<file path="src/rtl/seg_scan.sv">
// seg_scan: time-multiplexes eight active-low segment patterns onto one
// shared segment bus with an active-low one-hot digit select. Patterns are
// snapshotted once per frame so a mid-frame input change never tears, and
// every digit slot begins with a short blanking interval against ghosting.
module seg_scan #(
  parameter int unsigned SCAN_DIV  = 50000,
  parameter int unsigned BLANK_CYC = 16
) (
  input  logic       clk,
  input  logic       rst_n,
  input  logic       i_en,
  input  logic [7:0] i_seg0,
  input  logic [7:0] i_seg1,
  input  logic [7:0] i_seg2,
  input  logic [7:0] i_seg3,
  input  logic [7:0] i_seg4,
  input  logic [7:0] i_seg5,
  input  logic [7:0] i_seg6,
  input  logic [7:0] i_seg7,
  output logic [7:0] o_seg,
  output logic [7:0] o_an,
  output logic [2:0] o_digit,
  output logic       o_frame
);

  localparam int unsigned     CW       = (SCAN_DIV > 1) ? $clog2(SCAN_DIV) : 1;
  localparam logic [CW-1:0]   CNT_LAST = CW'(SCAN_DIV - 1);

  logic [CW-1:0] cnt;
  logic [2:0]    idx;
  logic [7:0]    snap   [8];
  logic [7:0]    seg_in [8];
  logic          slot_end;
  logic          frame_wrap;
  logic          blank;

  // Gather the parallel pattern inputs into an indexable array.
  always_comb begin
    seg_in[0] = i_seg0;
    seg_in[1] = i_seg1;
    seg_in[2] = i_seg2;
    seg_in[3] = i_seg3;
    seg_in[4] = i_seg4;
    seg_in[5] = i_seg5;
    seg_in[6] = i_seg6;
    seg_in[7] = i_seg7;
  end

  assign slot_end   = (cnt == CNT_LAST);
  assign frame_wrap = i_en && slot_end && (idx == 3'd7);

  // With no blanking the compare would be against zero and always false,
  // so the term is dropped entirely rather than left as a constant compare.
  generate
    if (BLANK_CYC == 0) begin : g_noblank
      assign blank = 1'b0;
    end else begin : g_blank
      assign blank = (cnt < CW'(BLANK_CYC));
    end
  endgenerate

  // Slot/digit counters and the frame snapshot; disabled keeps tracking inputs.
  always_ff @(posedge clk or negedge rst_n) begin
    if (!rst_n) begin
      cnt <= '0;
      idx <= '0;
      for (int unsigned i = 0; i < 8; i++) snap[i] <= '1;
    end else if (!i_en) begin
      cnt <= '0;
      idx <= '0;
      for (int unsigned i = 0; i < 8; i++) snap[i] <= seg_in[i];
    end else begin
      if (slot_end) begin
        cnt <= '0;
        idx <= idx + 3'd1;
      end else begin
        cnt <= cnt + 1'b1;
      end
      if (frame_wrap) begin
        for (int unsigned i = 0; i < 8; i++) snap[i] <= seg_in[i];
      end
    end
  end

  // Registered outputs, one cycle behind the counter state they describe.
  always_ff @(posedge clk or negedge rst_n) begin
    if (!rst_n) begin
      o_seg   <= '1;
      o_an    <= '1;
      o_digit <= '0;
      o_frame <= 1'b0;
    end else if (!i_en) begin
      o_seg   <= '1;
      o_an    <= '1;
      o_digit <= '0;
      o_frame <= 1'b0;
    end else begin
      o_digit <= idx;
      o_frame <= frame_wrap;
      if (blank) begin
        o_seg <= '1;
        o_an  <= '1;
      end else begin
        o_seg <= snap[idx];
        o_an  <= ~(8'd1 << idx);
      end
    end
  end

endmodule
</file>
<file path="config.mk">
export PLATFORM = sky130hd
export DESIGN_NAME = seg_scan
export DESIGN_NICKNAME = d
export VERILOG_FILES = /design/src/rtl/seg_scan.sv
export SDC_FILE = /design/constraint.sdc
export NUM_CORES = 1
export LEC_CHECK = 0
export CAP_MARGIN = 0
export CORE_AREA = 2 2 96 98
export CTS_CLUSTER_DIAMETER = 200
export DETAILED_ROUTE_END_ITERATION = 7
export DIE_AREA = 0 0 98 100
export PLACE_DENSITY = 0.88
export SLEW_MARGIN = 10
export SYNTH_ARGS = -nofsm -noshare
export SYNTH_HDL_FRONTEND = slang
export SYNTH_SLANG_ARGS = --single-unit
</file>
<file path="constraint.sdc">
create_clock -name clk -period 4.6 [get_ports clk]
set_input_delay 0.69 -clock clk [delete_from_list [all_inputs] [get_ports clk]]
set_output_delay 0.69 -clock clk [all_outputs]
set_load 0.1 [all_outputs]
</file>
After elaboration in Yosys (flattened, before gate mapping)

Cells that the tools add are included.
Widths: inputs -> output; s select.

Output and inout port bits: 20
Register bits after elaboration: 103
Bits of input ports: 67

Add/sub/neg operators: 2
Reductions and logical operators: 2
Equality and inequality tests: 4
Bitwise operators: 2
Mux-type cells: 15
$lt $le $gt $ge: 2
Shift operators: 1

Operators by type and width:

| kind                  | number |
|---|---|
| $mux 64               | 2 |
| $mux 8                | 6 |
| $mux 16               | 2 |
| $bmux 8 s3            | 1 |
| $add 16x1->16 const B | 1 |
| $eq 16x16->1 const B  | 1 |
| $lt 16x5->1 const B   | 1 |
| $mux 3                | 3 |
| $not 8->8             | 1 |
| $shl 1x3->8 const A   | 1 |
| $ge 4x4->1 const B    | 1 |
| $ne 2x1->1 const B    | 2 |
| $not 3->4             | 1 |
| $add 3x1->3 const B   | 1 |
| $eq 3x3->1 const B    | 1 |
| $logic_and 1x1->1     | 2 |
| $mux 1                | 1 |

Longest topological paths before layout

Word-level depth: 6
Depth in mapped cells: 6
Gate-level depth less buffers: 5

Worst setup path before layout

Ideal clock, no wire load.

Kind: flip-flop to flip-flop
Start: reg cnt[0]
End: reg snap[0] (netlist name)
Path slack: 2.687 ns
Arrival time: 1.831 ns
Data required time: 4.518 ns
Stages on the path, launching flop included: 7
Clock period less this slack: 1.913 ns
Cell sequence: dfrtp_1 > ha_1 > nand2_1 > nor3_1 > a31oi_4 > buf_6 > mux2_4

Word-level cells in the longest chain between the ends: 4

RTL lines:

| element                        | line | source |
|---|---|---|
| start, declared                | 29   | `logic [CW-1:0] cnt;` |
| start signal, assigned         | 77   | `cnt <= cnt + 1'b1;` |
| $eq 16x16->1                   | 49   | `assign slot_end = (cnt == CNT_LAST);` |
| $logic_and 1x1->1 (2 in a row) | 50   | `assign frame_wrap = i_en && slot_end && (idx == 3'd7);` |
| $ne 2x1->1 (no line)           | n/a  |  |
| end, declared                  | 31   | `logic [7:0] snap [8];` |

Every way passes these cells.
A chain may end at the register's enable or synchronous reset.

Worst setup path in the final report

Start: reg o_seg[4]
End: out o_seg[4]

RTL lines:

| element                | line | source |
|---|---|---|
| start, declared        | 20   | `output logic [7:0] o_seg,` |
| start signal, assigned | 104  | `o_seg <= snap[idx];` |

No word-level cell between the ends.

==> implementation parameters <==
Parameter                              Value

Status
  Status ... finished clean

Die
  Height of the die ... 100 um
  Initial Utilization ... 54.29%
  Width of the die ... 98 um
  Area of the die ... 0.009800 mm2
  Number of top-level pins ... 87
  Count of standard-cell rows ... 35
  Core area ... approximately 0.009 mm2

Worst setup path
  Critical path cell sequence ... clkdlybuf4s50_1
  Category of cells accounting for the largest share of critical-path delay ... buffers and inverters
  Worst setup EP type ... primary output
  Worst endpoint data arrival time ... 2040 ps
  Buffering stage count on the worst path with inverters included ... 1
  Critical path origin ... o_seg[4]
  Crit path required time ... 3910 ps
  CP max-delay cell ... clkdlybuf4s50_1
  Classification of the worst setup path ... reg -> out
  Largest stage delay, worst path ... 1160 ps
  Launching point of the worst reg2reg path ... idx[1]
  Largest driver fanout on the critical path ... 1
  Type of element launching the critical path ... flop

Clock network
  Clock-pin slew reported for the worst setup and hold paths after clock tree synthesis ... approximately 90 ps
  Largest buffer count on any clock path ... 2
  Clock sinks ... 103
  H-tree depth ... 3
  Clock root buffer ... clkbuf_8
  Num CTS Buffers ... 9
  Post-CTS Hold Fix Bufs ... 0
  Clock tree from TritonCTS ... yes
  Post-CTS setup buffer count ... 0
  Insertion delay to the later sink of the worst-skew pair ... between 300 and 400 ps
  Gates resized, CTS repair ... 0

Global routing
  Number of antenna violations at the first check in global routing ... 0
  Number of global-route vias before repair ... 3117
  Pin count of the biggest net entering global routing ... 66
  Global router's overall resource usage ... 20.18%
  Global-route wire length before repair ... 15240 um
  Residual overflow from global routing ... 0

Routing
  Antenna viol nets, final ... 0
  1st-pass router iterations ... 4
  Total Routed Length ... 9308 um
  Starting DRT DRC Count ... 185
  Mean routed wirelength per cell ... between 15 and 20 um
  Via Count ... approximately 2900
  # DRC ... 0
  Ratio of routed vias to standard cells ... 5.467

Power and ir drop
  Worst ir drop on vdd ... 0.1592 mV
  Static leakage ... 2.461 nW
  Power per Cell Area ... between 300 and 400 mW/mm2

STA
  Crit path setup slack, layout ... 1867 ps
  Count of final hold-check violations ... 0
  Time the worst path needs with I/O delays and setup ... 2733 ps
  Max-Slew Margin vs Limit ... a little under a third
  Highest clock frequency the design can meet ... 365.9 MHz
  Tightest Pin Transition ... 1021 ps
  Final setup TNS ... 0 ps
  Setup repair after global routing missed its margin ... false
  Clk_skew ... 9.485 ps
  Final setup violating endpoints ... 0
  Count of pins over their slew limit ... 0
  Tcrit/Tclk final ... 59.41%

Layout
  Fill count ... 640
  Diode count ... 0
  Total number of nets in the final design ... between 400 and 500
  Area grow syn2layout ... 23.33%
  Share of cells above drive strength 1 ... 44.44%

Placement
  Half-perimeter wire length after placement ... approximately 6600 um
  Port bufs ... 86
  Final weighted congestion in routability-driven placement ... 0.8461
  Worst-case setup slack after placement ... 1950 ps

Flow run
  Max cap viols ... 0

Synthesis
  Number of synthesized flops with an enable pin ... 0
  Yosys Warn Count ... 0
  Post-synth design cell area ... 0.004826 mm2
  Most used flip-flop cell after synthesis ... dfstp_2
  Synthesized netlist net count ... a little under 400
  Async SR Flop Fraction ... 100.0%
  Synth Instances ... 323
  Synthesized area per cell ... 14.94 um2
  Distinct cells, synth ... 35
  Flop and latch count out of synthesis ... 103
  Sequential cell area fraction in the yosys report ... 55.48%

Min path
  Worst min-delay path category ... in -> async
-- metrics by stage --
| stage | instance area [um2] | power, mW | util (%) | hold slack [ps] | std cells |
|---|---|---|---|---|---|
| 2_1_floorplan | 4826 | 1.182 | - | 394.4 | 323 |
| 3_3_place_gp | 5754 | 1.273 | 64.73 | 439.4 | 509 |
| 3_5_place_dp | 5754 | 1.286 | 64.73 | 451.5 | 509 |
| 4_1_cts | 5952 | 1.854 | 66.95 | 426.9 | 525 |
| 5_1_grt | 5952 | 1.909 | 66.95 | 470.7 | 525 |
| 6_report | 5952 | 1.834 | 66.95 | 411.7 | 525 |
-- cell usage in the layout (no fill, tap or decap), types with 2 or more instances in the layout --
cell	netlist	layout
or3_1	5	5
dfrtp_1	23	23
ha_1	7	7
mux2_4	60	60
nor2_1	18	18
xor2_1	6	6
dfstp_2	80	80
and3_1	4	4
mux4_2	16	16
a21oi_1	6	6
and2_1	2	2
buf_4	1	3
clkdlybuf4s50_1	0	85
nand4_1	4	4
clkbuf_8	0	10
nor3_1	2	2
nand3_1	22	22
o21ai_0	5	5
xnor2_1	5	5
mux2_2	4	4
inv_1	4	4
nand2_1	24	24
clkinv_2	0	2
and4_1	2	2
-- sequential cells by signal, summed over array words and instances, names as in the netlist --
signal   count
cnt         16
o_frame      1
snap        64
o_digit      3
idx          3
o_seg        8
o_an         8
-- per-layer routing --
metal	track usage (%)	part of all wire, %	up-vias
met3	3.134	3.5	22
li1	-	-	1323
met2	34.19	51	81
met4	11.32	3.7	0
met5	0	0	-
met1	24.95	42	1444
-- logic make-up (layout without fill, tap and decap cells) --
logic type      Yosys count  after routing  share of synthesized area [%]
fa+ha+maj                 7              7                          1.815
xor+xnor                 11             11                          1.996
buf+inv                  19            110                          2.540
mux                      80             80                          27.07
compound gates           15             15                          2.152
simple gates             88             88                          8.945
flops                   103            103                          55.48
-- path summary, 6_finish.rpt --
check	depth (start not counted)	slack (ps)	end
max	1	1870	o_seg[4]
min	1	410	cnt[0]
max reg2reg	5	2070	snap[51]
min reg2reg	1	460	cnt[0]
max in group asynchronous	2	3200	snap[59]
min in group clk	1	460	cnt[0]
-- cell usage after synthesis (2+ instances only) --
library cell  count  area [um2]
dfstp_2          80        2102
mux2_4           60       900.9
nand2_1          24       90.09
dfrtp_1          23       575.6
nand3_1          22       110.1
nor2_1           18       67.56
mux4_2           16       360.4
ha_1              7       87.58
a21oi_1           6       30.03
buf_6             6       67.56
xor2_1            6       52.55
o21ai_0           5       25.02
or3_1             5       31.28
xnor2_1           5       43.79
and3_1            4       25.02
clkbuf_1          4       15.01
inv_1             4       15.01
mux2_2            4       45.04
nand4_1           4       25.02
and2_1            2       12.51
and4_1            2       17.52
buf_2             2       10.01
nor3_1            2       10.01
-- report_power, final --
part           switching [mW]  internal, mW  total [mW]
Combinational          0.0724         0.155       0.227
Sequential             0.0351          1.01        1.04
Clock                   0.298         0.267       0.565
Total                   0.405          1.43        1.83
-- area by class of cell --
| cell class | count | area [um2] | share of cell area [%] |
|---|---|---|---|
| tap | 111 | 138.9 | 2.333 |
| multi-input combinational | 201 | 2026 | 34.03 |
| timing repair buffer | 89 | 893.4 | 15.01 |
| sequential | 103 | 2678 | 44.99 |
| inverter | 5 | 18.77 | 0.3153 |
| clock buffer | 11 | 141.4 | 2.375 |
| clock inverter | 5 | 56.30 | 0.9460 |
-- worst reg2reg max path: stages, from the launching register on --
cell,delay [ps]
dfrtp_1,750
ha_1,410
ha_1,260
a31oi_4,180
buf_12,400
mux2_2,460
Power figures use the tool's default switching activity.
